File: config.mk
export PLATFORM = sky130hd
export DESIGN_NAME = ram_burst_ctrl
export DESIGN_NICKNAME = d
export VERILOG_FILES = /design/src/rtl/ram_burst_ctrl_pkg.sv /design/src/rtl/ram_rd_fifo.sv /design/src/rtl/ram_burst_ctrl.sv
export SDC_FILE = /design/constraint.sdc
export NUM_CORES = 1
export LEC_CHECK = 0
export CAP_MARGIN = 10
export CORE_ASPECT_RATIO = 1.25
export CORE_UTILIZATION = 40
export DETAILED_ROUTE_END_ITERATION = 12
export DONT_BUFFER_PORTS = 1
export GPL_TIMING_DRIVEN = 0
export PLACE_DENSITY = 0.59
export SYNTH_ARGS = -nofsm -noshare
export SYNTH_HDL_FRONTEND = slang
export SYNTH_SLANG_ARGS = --single-unit
File: constraint.sdc
create_clock -name clk -period 2.38 [get_ports clk]
set_input_delay 0.476 -clock clk [delete_from_list [all_inputs] [get_ports clk]]
set_output_delay 0.476 -clock clk [all_outputs]
set_load 0.05 [all_outputs]
File: src/rtl/ram_burst_ctrl_pkg.sv
// Shared definitions for the RAM burst controller slice.
//   AW_DEF / DW_DEF / RDEPTH_DEF : default address width, data width, read FIFO depth
//   state_t                      : controller state encoding
package ram_burst_ctrl_pkg;

  localparam int AW_DEF     = 10;
  localparam int DW_DEF     = 8;
  localparam int RDEPTH_DEF = 4;

  typedef enum logic [1:0] {
    ST_IDLE  = 2'd0,
    ST_WRITE = 2'd1,
    ST_READ  = 2'd2,
    ST_DRAIN = 2'd3
  } state_t;

endpackage

File: src/rtl/ram_rd_fifo.sv
// Synchronous read-return FIFO, DW x DEPTH (DEPTH power of two, >= 2).
//   clk, rst    : clock, synchronous active-high flush
//   push, din   : write side (ignored when full)
//   pop, dout   : read side, dout is the head entry (ignored when empty)
//   count       : current occupancy
//   empty, full : status flags
module ram_rd_fifo
  import ram_burst_ctrl_pkg::*;
#(
  parameter int DW    = DW_DEF,
  parameter int DEPTH = RDEPTH_DEF
) (
  input  logic                   clk,
  input  logic                   rst,
  input  logic                   push,
  input  logic [DW-1:0]          din,
  input  logic                   pop,
  output logic [DW-1:0]          dout,
  output logic [$clog2(DEPTH):0] count,
  output logic                   empty,
  output logic                   full
);

  localparam int PW = $clog2(DEPTH);

  logic [DW-1:0] r_mem [DEPTH];
  logic [PW-1:0] r_wptr;
  logic [PW-1:0] r_rptr;
  logic [PW:0]   r_count;
  logic          w_push;
  logic          w_pop;

  assign w_push = push && !full;
  assign w_pop  = pop && !empty;

  always_ff @(posedge clk) begin
    if (w_push) begin
      r_mem[r_wptr] <= din;
    end
  end

  always_ff @(posedge clk) begin
    if (rst) begin
      r_wptr  <= '0;
      r_rptr  <= '0;
      r_count <= '0;
    end else begin
      if (w_push) begin
        r_wptr <= r_wptr + PW'(1);
      end
      if (w_pop) begin
        r_rptr <= r_rptr + PW'(1);
      end
      case ({w_push, w_pop})
        2'b10:   r_count <= r_count + (PW+1)'(1);
        2'b01:   r_count <= r_count - (PW+1)'(1);
        default: r_count <= r_count;
      endcase
    end
  end

  assign dout  = r_mem[r_rptr];
  assign count = r_count;
  assign empty = (r_count == '0);
  assign full  = (r_count == (PW+1)'(DEPTH));

endmodule

File: src/rtl/ram_burst_ctrl.sv
// Command-driven burst master for a single-port RAM with registered read data.
//   clk, rst                       : clock, synchronous active-high reset
//   cmd_valid/ready/write/addr/len : burst command (len = beats - 1)
//   wdata/wvalid/wready            : write byte stream
//   rdata/rvalid/rready            : read byte stream (FIFO head)
//   busy, done                     : burst in progress, one-cycle completion pulse
//   mem_cs/wr/rd/addr/wdata/rdata  : registered RAM strobes and data
module ram_burst_ctrl
  import ram_burst_ctrl_pkg::*;
#(
  parameter int AW     = AW_DEF,
  parameter int DW     = DW_DEF,
  parameter int RDEPTH = RDEPTH_DEF
) (
  input  logic          clk,
  input  logic          rst,
  input  logic          cmd_valid,
  output logic          cmd_ready,
  input  logic          cmd_write,
  input  logic [AW-1:0] cmd_addr,
  input  logic [AW-1:0] cmd_len,
  input  logic [DW-1:0] wdata,
  input  logic          wvalid,
  output logic          wready,
  output logic [DW-1:0] rdata,
  output logic          rvalid,
  input  logic          rready,
  output logic          busy,
  output logic          done,
  output logic          mem_cs,
  output logic          mem_wr,
  output logic          mem_rd,
  output logic [AW-1:0] mem_addr,
  output logic [DW-1:0] mem_wdata,
  input  logic [DW-1:0] mem_rdata
);

  localparam int CW = $clog2(RDEPTH) + 1;

  state_t        r_state;
  logic [AW-1:0] r_addr;
  logic [AW-1:0] r_cnt;
  logic          r_mem_cs;
  logic          r_mem_wr;
  logic          r_mem_rd;
  logic [AW-1:0] r_mem_addr;
  logic [DW-1:0] r_mem_wdata;
  logic          r_rd_d1;
  logic          r_wr_done;

  logic [CW-1:0] w_fifo_count;
  logic          w_fifo_empty;
  logic          w_fifo_full;
  logic          w_fifo_pop;
  logic [CW:0]   w_occ;
  logic          w_can_issue;
  logic          w_inflight;
  logic          w_rd_done;
  logic          w_drain_done;

  // Credit covers FIFO contents plus the strobe cycle and the data-return cycle.
  assign w_inflight  = r_mem_rd || r_rd_d1;
  assign w_occ       = (CW+1)'(w_fifo_count) + (CW+1)'(r_mem_rd) + (CW+1)'(r_rd_d1);
  assign w_can_issue = !w_fifo_full && (w_occ < (CW+1)'(RDEPTH));

  assign cmd_ready  = !rst && (r_state == ST_IDLE) && w_fifo_empty;
  assign wready     = !rst && (r_state == ST_WRITE);
  assign rvalid     = !rst && !w_fifo_empty;
  assign w_fifo_pop = rvalid && rready;
  assign busy       = !rst && ((r_state != ST_IDLE) || !w_fifo_empty);

  // Final read byte leaves the FIFO with nothing left in flight.
  assign w_rd_done    = !rst && (r_state == ST_DRAIN) && !w_inflight &&
                        (w_fifo_count == CW'(1)) && rready;
  assign w_drain_done = !w_inflight && (w_fifo_empty || w_rd_done);
  assign done         = r_wr_done || w_rd_done;

  assign mem_cs    = r_mem_cs;
  assign mem_wr    = r_mem_wr;
  assign mem_rd    = r_mem_rd;
  assign mem_addr  = r_mem_addr;
  assign mem_wdata = r_mem_wdata;

  always_ff @(posedge clk) begin
    if (rst) begin
      r_state     <= ST_IDLE;
      r_addr      <= '0;
      r_cnt       <= '0;
      r_mem_cs    <= 1'b0;
      r_mem_wr    <= 1'b0;
      r_mem_rd    <= 1'b0;
      r_mem_addr  <= '0;
      r_mem_wdata <= '0;
      r_rd_d1     <= 1'b0;
      r_wr_done   <= 1'b0;
    end else begin
      r_mem_cs  <= 1'b0;
      r_mem_wr  <= 1'b0;
      r_mem_rd  <= 1'b0;
      r_wr_done <= 1'b0;
      r_rd_d1   <= r_mem_rd;
      case (r_state)
        ST_IDLE: begin
          if (cmd_valid && cmd_ready) begin
            r_addr  <= cmd_addr;
            r_cnt   <= cmd_len;
            r_state <= cmd_write ? ST_WRITE : ST_READ;
          end
        end
        ST_WRITE: begin
          if (wvalid) begin
            r_mem_cs    <= 1'b1;
            r_mem_wr    <= 1'b1;
            r_mem_addr  <= r_addr;
            r_mem_wdata <= wdata;
            r_addr      <= r_addr + AW'(1);
            if (r_cnt == '0) begin
              r_state   <= ST_IDLE;
              r_wr_done <= 1'b1;
            end else begin
              r_cnt <= r_cnt - AW'(1);
            end
          end
        end
        ST_READ: begin
          if (w_can_issue) begin
            r_mem_cs   <= 1'b1;
            r_mem_rd   <= 1'b1;
            r_mem_addr <= r_addr;
            r_addr     <= r_addr + AW'(1);
            if (r_cnt == '0) begin
              r_state <= ST_DRAIN;
            end else begin
              r_cnt <= r_cnt - AW'(1);
            end
          end
        end
        ST_DRAIN: begin
          if (w_drain_done) begin
            r_state <= ST_IDLE;
          end
        end
        default: r_state <= ST_IDLE;
      endcase
    end
  end

  // r_rd_d1 marks the cycle the registered RAM output holds the requested byte.
  ram_rd_fifo #(
    .DW    (DW),
    .DEPTH (RDEPTH)
  ) u_rd_fifo (
    .clk   (clk),
    .rst   (rst),
    .push  (r_rd_d1),
    .din   (mem_rdata),
    .pop   (w_fifo_pop),
    .dout  (rdata),
    .count (w_fifo_count),
    .empty (w_fifo_empty),
    .full  (w_fifo_full)
  );

endmodule

-- Word-level counts from Yosys, hierarchy flattened
Memories as Yosys holds them, arrays and structs flattened. A register that Yosys moved wholly into a read port is not among the register bits.
Index checks and enable logic that the tools add are counted.
- register bits: 52
- memory bits (writable): 32
- bits of input ports: 42
- output and inout port bits: 34
- word-level logic and storage cells: 105
- memories kept: 1
- add/sub/neg operators: 8
- $lt $le $gt $ge: 1
- equality and inequality tests: 13
- multiplexer cells: 29
- bitwise logic cells: 3
- reduce and logical (&&, ||, !) cells: 37
- memories (memory ; depth ; width ; read ports ; clocked after Yosys merged registers in ; write ports ; RTL line ; source):
    u_rd_fifo.r_mem ; 4 ; 8 ; 1 ; 1 ; 1 ; ram_rd_fifo.sv:26 ; logic [DW-1:0] r_mem [DEPTH];
- operator list (kind ; count):
    10-bit two-way mux ; 9
    10-bit case mux with 3 select lines ; 2
    10-bit case mux with 2 select lines ; 1
    2-bit two-way mux ; 9
    1-bit logical AND ; 15
    10-bit by 1-bit adder with 10-bit output (second input constant) ; 1
    10-bit zero test ; 1
    10-bit by 1-bit subtractor with 10-bit output (second input constant) ; 1
    2-bit != test (second input constant) ; 4
    2-bit case mux with 4 select lines ; 1
    2-bit equality test (second input constant) ; 3
    3-bit case mux with 2 select lines ; 1
    6-bit AND reduction ; 1
    2-bit nonzero test ; 3
    1-bit two-way mux ; 5
    2-bit by 1-bit adder with 2-bit output (second input constant) ; 2
    3-bit by 1-bit adder with 4-bit output ; 1
    4-bit by 1-bit adder with 4-bit output ; 1
    2-bit by 1-bit equality test with 1-bit output (second input constant) ; 2
    1-bit zero test ; 4
    1-bit logical OR ; 4
    4-bit by 3-bit less-than comparator with 1-bit output (second input constant) ; 1
    2-bit by 1-bit != test with 1-bit output (second input constant) ; 2
    4-bit AND reduction ; 1
    other kinds (13) ; 16

-- Logic depth before layout (Yosys ltp)
Gate-level depths: netlist (run 1).
- depth in word-level cells: 9
- mapped depth: 9
- gate-level depth less buffers: 8

-- Modules after synthesis
From an unflattened synthesis (run 1), not the netlist that was laid out.
- cells, all modules: 380
- area, all modules: 4063.9 µm²
- modules (own cells, without submodules) (module ; instances ; cells each ; area an instance (µm²)):
    ram_burst_ctrl ; 1 ; 284 ; 2428.6
    ram_rd_fifo ; 1 ; 96 ; 1635.3

-- Least setup slack after synthesis (run 1)
OpenSTA, ideal clock, no wires.
- kind: input to output
- from: in rst
- to: out busy
- arrival time: 1.643 ns
- setup slack: 0.261 ns
- stages on the path: 3
- buffers on the path: 2
- path through: clkbuf_1 > buf_1 > a21oi_1
- cells in the longest elaborated chain, start to end: 2
- ends and longest elaborated chain (item ; RTL line ; source):
    start, declared ; ram_burst_ctrl.sv:16 ; input logic rst,
    1-bit zero test ; ram_burst_ctrl.sv:70 ; assign busy = !rst && ((r_state != ST_IDLE) || !w_fifo_empty);
    1-bit logical AND ; ram_burst_ctrl.sv:70 ;
    end, declared ; ram_burst_ctrl.sv:28 ; output logic busy,
Every way passes these cells.

-- Worst setup path after layout (run 1)
- from: reg u_rd_fifo.r_count[0], in the netlist u_rd_fifo.count[0]
- to: out rvalid
- cells in the longest elaborated chain, start to end: 3
- ends and longest elaborated chain (item ; RTL line ; source):
    start, declared ; ram_rd_fifo.sv:29 ; logic [PW:0] r_count;
    start signal, assigned ; ram_rd_fifo.sv:55 ; 2'b10: r_count <= r_count + (PW+1)'(1);
    start signal, assigned ; ram_rd_fifo.sv:56 ; 2'b01: r_count <= r_count - (PW+1)'(1);
    start signal, assigned ; ram_rd_fifo.sv:57 ; default: r_count <= r_count;
    3-bit zero test ; ram_rd_fifo.sv:64 ; assign empty = (r_count == '0);
    1-bit zero test ; ram_burst_ctrl.sv:68 ; assign rvalid = !rst && !w_fifo_empty;
    1-bit logical AND ; ram_burst_ctrl.sv:68 ;
    end, declared ; ram_burst_ctrl.sv:26 ; output logic rvalid,
Every way passes these cells.

==> summary by stage, run 1 <==
Floorplanning
Measured along the y axis, the die boundary spans 113 um. The floorplan has 40 rows. The number of placed I/O pins is 76. In this run the horizontal extent of the chip is 91.1 um. The area inside the core boundary is 9610 um2.

The initial standard-cell utilization of the core is 0.413. The full die area is 10,300 um2.

Cells and area
The net count of the finished layout is 450. The fraction of final layout cells sized beyond drive strength 1 is 0.135. The relative area change from synthesis to final layout is 13.1%.

The number of antenna diodes in the final layout is 0. The post-route cell area is 4490 um2.

STA
In this run the tightest slew margin relative to its limit is 0.576. The final number of hold-violating endpoints is 0. Dividing the final minimum period by the clock period gives 0.953. The final worst clock skew is 9.91 ps.

Setup repair after global routing left no endpoint under its margin. Setup violations remaining at the end of the flow were counted as 0. The max-slew violation count was 0.

After layout, the worst setup slack is 113 ps. The maximum clock frequency is 441 MHz. The smallest clock period supported by the final layout is computed as 2270 ps. At the pin with the least slew margin, the transition time is 635 ps.

Clock tree
The number of buffers on the longest clock path is 2. Hold repair after CTS inserted 0 buffers. The CTS tree is yes.

The count of H-tree levels built during CTS is 3. After clock tree synthesis, the clock-pin slew on the worst setup and hold paths is 70 ps. The TritonCTS buffer count is 9. The clock insertion delay at the later pin of the skew report is 330 ps. The master cell of the clock root buffer is clkbuf_16.

The total number of clock tree sinks is 86.

Yosys
The share of async-settable or async-resettable flops after synthesis is 0. In the synthesized netlist the dominant register cell turns out to be dfxtp_1. The synthesized area is 3970 um2.

Of the synthesized area, sequential elements account for 0.514. The Yosys step of the flow raised 0 warnings. The number of enable flip-flop cells after synthesis is 32. The synthesized design contains 86 register bits. The synthesized instance count is 379. The synthesized net count is 440.

The number of different library cells used by synthesis comes to 57. The average instance area after synthesis is 10.5 um2.

Worst setup path
The maximum fanout along the worst path is 5. In this run the critical register-to-register path is launched from u_rd_fifo.count[0]. The worst setup path is of the reg -> out kind. The setup check on the worst reg-to-reg path leaves a slack of 210 ps.

Traced cell by cell, the critical path runs through inv_1 > ha_1 > nor2b_2 > nor2_2. At the worst endpoint, the required time is 1900 ps. The largest incremental delay on the critical path is 470 ps.

The critical path starts at u_rd_fifo.count[0]. Among all stages on the critical path, the largest delay is contributed by nor2_2. The worst setup path is captured at a primary output. The sort of element at the start of the critical path is a flip-flop.

Data on the critical path arrives at its endpoint at 1790 ps.

GRT
The layer with the highest usage after global routing is met2. The initial antenna violation count is 0. For met3 alone, demand over resource in global routing was 0.0600.

The pin count of the biggest net entering global routing is 17. In the global route stage, met1 resource usage came out at 0.195. The global-route wire length before repair is 14,300 um. The via count of the first global-routing pass was 2,774. The total overflow reported by the global router is 0. In the global route stage, overall resource usage came out at 0.179. The routing usage on met2 is 0.320.

Detailed routing
The post-route DRC violation count is 0. The number of optimization iterations in the first detailed-route pass is 4. The routed wire length is 8870 um. The detailed-route vias per instance is 5.38. The number of antenna-violating nets in the routed design is 0. In this run, the number of DRC markers left after iteration 0 of detailed routing was 103. The routed wirelength normalized by instance count is 17.1 um.

The detailed router placed 2,800 vias in this run.

Run
The number of max-cap violations is 0.

Placement
Routability-driven placement finished with a final weighted congestion of 0.857. The area of placed instances is 4130 um2. The post-DP HPWL is 6500 um.

The count of buffers inserted at the top-level ports is 0. The worst slack at placement is -357 ps.

Pwr
For this design the ratio of total power to cell area is 1260 nW/um2. The leakage power summed over all cells is 1.64 nW. Power comes to 0.00567 W.

IR analysis of the VDD net gives a maximum drop of 0.740 mV.

Min path
The worst hold path begins at mem_rdata[2]. The worst hold path belongs to the class in -> reg.

Run status
The run finished with clean final reports.
## path summary, 6_finish.rpt
check / endpoint / cells after the start
max: rvalid / 4
min: u_rd_fifo.r_mem[3][2] / 0
max reg2reg: u_rd_fifo.count[2] / 7
min reg2reg: r_cnt[8] / 2
## Yosys cell counts (all sizes together), types with 4 or more instances
cell    instances  area (um2)
nand2          46         173
nor3            4        20.0
xor2            4        35.0
ha             19         238
nand3          10        50.1
and2            9        57.6
nor2           35         131
mux2i          14         140
buf            10        43.8
nor2b           5        31.3
edfxtp         32         961
and3            4        25.0
inv            12        45.0
o32ai           4        35.0
a211oi          6        45.0
a21oi          35         179
mux4            8         180
dfxtp          54        1080
clkbuf          9        33.8
o21ai          12        60.1
## metrics by stage
step	TNS, ps	utilization	cells	hold slack [ps]
6_report	0	0.468	520	235
5_1_grt	0	0.468	520	219
4_1_cts	0	0.462	519	228
3_5_place_dp	-4240	0.430	505	485
3_3_place_gp	-3450	0.430	505	463
2_1_floorplan	0	-	379	448
## layout make-up
cell class                 count  area, um2
buffer                        17       71.3
clock buffer                   9        225
clock inverter                 7       80.1
fill                         916       5120
inverter                      13       52.6
multi-input combinational    261       1860
sequential                    86       2040
tap                          126        158
timing repair buffer           1       7.51
## cell families after synthesis
logic type	synth area share
AO/OA/AOI/OAI	0.137
XOR/XNOR	0.0154
adder cells (fa/ha/maj)	0.0599
buffers and inverters	0.0318
flip-flops	0.514
multiplexers	0.0835
AND/OR/NAND/NOR	0.158
## routing by layer
layer	vias to the layer above	share of wire
met5	-	0
met4	0	0.019
met3	12	0.070
met2	78	0.51
met1	1313	0.40
li1	1397	-
## state kept, by name, indices dropped and copies added (netlist names), named ones only
register and cells:
r_state 2, mem_cs 1, r_cnt 10, mem_wdata 8, u_rd_fifo.r_mem 32, mem_addr 10, u_rd_fifo.count 3, r_rd_d1 1
u_rd_fifo.r_rptr 2, r_addr 10, mem_rd 1, mem_wr 1, r_wr_done 1, u_rd_fifo.r_wptr 2
## timing repair
action,in CTS,in global routing
pin swaps,0,1
resized for setup,6,10
buffers inserted,0,1
setup endpoints to repair,36,22
## report_power, final
group	internal [W]	switching, W
registers	0.00175	0.000431
clock network	0.000828	0.000603
logic	0.000793	0.00127
total	0.00337	0.00230
## cells in the final DEF (no fill, tap or decap), types with 3 or more instances in the layout
cell type,instances
dfxtp_1,53
mux2i_1,14
nand3_1,9
and2_1,8
and3_1,3
a21oi_1,33
edfxtp_1,32
buf_1,6
xnor2_1,3
ha_1,17
clkbuf_16,9
a211o_1,3
inv_1,12
clkbuf_1,7
xor2_1,4
nand2_1,45
nor2b_1,3
o21ai_0,12
a211oi_1,6
mux4_2,8
nor2_1,34
nor3_1,4
o32ai_1,4
buf_2,3
## worst max-delay path: cells and delay by family (launching register included)
| kind | cells | cell delay [ps] |
|---|---|---|
| and+or+nand+nor | 2 | 680 |
| adders and majority gates | 1 | 260 |
| DFF | 1 | 420 |
| buffers and inverters | 1 | 90 |
(Power assumes the default switching activity.)
==> inputs of run 2 (changes only) <==
--- a/config.mk
+++ b/config.mk
@@ -5,7 +5,7 @@
 export SDC_FILE = /design/constraint.sdc
 export NUM_CORES = 1
 export LEC_CHECK = 0
-export CAP_MARGIN = 10
+export CAP_MARGIN = 20
 export CORE_ASPECT_RATIO = 1.25
 export CORE_UTILIZATION = 40
 export DETAILED_ROUTE_END_ITERATION = 12
==> results of run 2 <==
Final layout, timing and power as in run 1 (identical DEF).
==> inputs of run 3 (changes only) <==
--- a/config.mk
+++ b/config.mk
@@ -5,7 +5,6 @@
 export SDC_FILE = /design/constraint.sdc
 export NUM_CORES = 1
 export LEC_CHECK = 0
-export CAP_MARGIN = 20
 export CORE_ASPECT_RATIO = 1.25
 export CORE_UTILIZATION = 40
 export DETAILED_ROUTE_END_ITERATION = 12
@@ -15,3 +14,4 @@
 export SYNTH_ARGS = -nofsm -noshare
 export SYNTH_HDL_FRONTEND = slang
 export SYNTH_SLANG_ARGS = --single-unit
+export TNS_END_PERCENT = 1
==> run 3 against run 2 <==
Via count down 0.18%. Sequential share of layout area rose by 0.076 points. Design area decreased by 0.17%. Largest cell class unchanged. Largest power group unchanged.
==> summary by stage, run 3 (synthesized netlist as in run 1, its figures left out) <==
Run status
The run finished with clean final reports.

Clock tree
The TritonCTS buffer count is 9. The H-tree generated during clock tree synthesis spans 3 levels. TritonCTS built the clock tree. Clock-pin slew was measured on the worst setup and hold paths at 70 ps. The total number of clock tree sinks is 86. Clock tree synthesis selected as its root buffer the cell clkbuf_16. Clock latency on the worst-skew pair, taken at its later pin, is 340 ps.

No sink is reached through more buffers than the 2 on the longest clock path.

Detailed routing
Before antenna repair, the detailed router went through 4 iterations. After detailed routing, the number of vias per cell comes to 5.36. The routed wirelength normalized by instance count is 16.9 um. The number of violations reported at the end of detailed-routing iteration 0 is 120.

The overall via count from detail_route is 2,795. For this run, design rule violations remaining after detail routing come to 0. The count of nets left with antenna violations once routing finished came out at 0. The routed wire length is 8810 um.

STA
The final number of hold-violating endpoints is 0. Of the available clock period, the critical path in the final layout requires 0.974. The max-slew violation count is 0. The post-layout minimum cycle time is 2320 ps. The maximum clock frequency is 431 MHz.

The worst relative slew slack is 0.579. For the pin with the worst max-slew slack, the measured transition is 632 ps. Setup violations remaining at the end of the flow were counted as 0.

Clock skew on the completed layout was measured at 9.07 ps. Setup repair after global routing could not meet its margin everywhere.

Worst setup path
The logic depth of the worst setup path including buffers is 4. Data on the critical path is required at its endpoint by 1900 ps. In this run the worst setup path begins at u_rd_fifo.count[0]. The endpoint identified for the worst register-to-register timing path is u_rd_fifo.count[2]. The worst register-to-register path begins at u_rd_fifo.count[0]. The slowest stage cell on the critical path is a21oi_2. The critical path endpoint category is a primary output. The class of the most critical setup path is reg -> out. For the worst flop-to-flop path, the logic depth is 7. STA classifies the critical path startpoint as a flip-flop. On the worst path, the slowest cell contributes a delay of 530 ps.

The critical path's top delay family is compound AO/OA/AOI/OAI gates. The worst endpoint data arrival time is 1840 ps. Along the worst path, the maximum fanout reaches 5.

Counting both buffers and inverters, the worst setup path holds a total of 1. The worst-case register-to-register setup slack is 170 ps. Traced cell by cell, the critical path runs through inv_1 > ha_1 > nor2b_2 > a21oi_2. The critical path ends at busy.

Cells and area
The leading cell type in the layout, fill and taps excluded is dfxtp_1. The relative area change from synthesis to final layout is 12.9%. Of the cells placed in the final design, the portion with a size suffix greater than 1 is 0.134. At the end of the flow, the number of nets in the layout was 451. The final standard cell count with taps included and fillers excluded is 521. The register with the most flip-flops in the final layout is u_rd_fifo.r_mem. Summing all non-filler instances in the final layout gives an area of 4490 um2. The register with the most flip-flops in the layout has 32 of them. The diode insertion count for antenna repair is 0.

Fill cells in the final layout number 913. In the layout the commonest cells are dfxtp_1, nand2_1, nor2_1.

GRT
Entering global routing, the biggest net connects 17 pins. The via count of the first global-routing pass was 2,785. The initial antenna violation count came to 0. The total overflow reported by the global router is 0. The global-route wire length before repair is 14,300 um. In the global route stage, overall resource usage came out at 0.179.

Placement
Buffers placed on the I/O ports in this run total 0. The area of placed instances is 4130 um2. The final weighted congestion of routability-driven global placement is 0.857. The post-DP HPWL is 6500 um. The number of cells in the design after placement is 505.

Floorplanning
The die is 113 um tall. The die is 91.1 um wide. The initial standard-cell utilization of the core is 0.413. Pin placement for this block handled 76 I/O pins.

The region available for standard cell placement spans 9610 um2. The full die area is 10,300 um2. The number of placement rows is 40.

Pwr
The peak ir drop on the vdd network is 0.740 mV. Summed over all cells, the static leakage comes to 1.64 nW. Dividing total power by cell area gives a power density of 1260 nW/um2.

Min path
The depth of the worst hold-timing path is 0. The worst hold path belongs to the class in -> reg.

Run
Max-cap violations in this run came to 0.
## run 3: cell count changes in the layout (fill, tap and decap cells not counted), sizes merged
cell,before,now
clkbuf,16,18
buf,11,10
## run 3: how the worst min path moves through the flow
stage	from	endpoint	slack, ps
floorplan	r_cnt[8]	r_cnt[8]	450
global placement	r_cnt[8]	r_cnt[8]	460
detailed placement	r_cnt[8]	r_cnt[8]	490
CTS	mem_rdata[4]	u_rd_fifo.r_mem[1][4]	230
global route	mem_rdata[6]	u_rd_fifo.r_mem[1][6]	220
finish	mem_rdata[4]	u_rd_fifo.r_mem[1][4]	240
## run 3: final cells by class
cell class,count,area [um2],share of cell area
Clock buffer,9,225,0.0502
Buffer,19,81.3,0.0181
Inverter,13,52.6,0.0117
Sequential cell,86,2040,0.456
Tap cell,126,158,0.0351
Clock inverter,7,80.1,0.0179
Multi-Input combinational cell,261,1850,0.411
## run 3: timing repair
| item | 4_1_cts | 5_1_grt |
|---|---|---|
| setup buffers | 0 | 0 |
| hold buffers | 0 | 0 |
| endpoints found under the setup margin | 36 | 22 |
| gates resized for setup | 7 | 9 |
## run 3: power by group
group	total, W	internal, W	switching (W)	leakage (nW)
clock network	0.00143	0.000828	0.000598	0.148
logic	0.00205	0.000782	0.00127	0.763
registers	0.00217	0.00175	0.000422	0.728
total	0.00565	0.00336	0.00229	1.64
## run 3: metal layers
metal,share of wire,global-route usage,vias up
met4,0.017,0.0688,0
met1,0.41,0.195,1316
met5,0,0,-
li1,-,-,1395
met2,0.51,0.322,74
met3,0.069,0.0593,10
## run 3: per-stage QoR
stage	utilization	hold WS, ps	setup WS [ps]	TNS [ps]	total power (W)
after CTS	0.463	228	-29.4	-29.4	0.00566
final	0.467	236	61.0	0	0.00565
after global placement	0.430	463	-299	-3450	0.00416
after floorplan	-	448	261	0	0.00376
after global routing	0.467	219	-48.4	-71.0	0.00600
after detailed placement	0.430	485	-357	-4240	0.00420
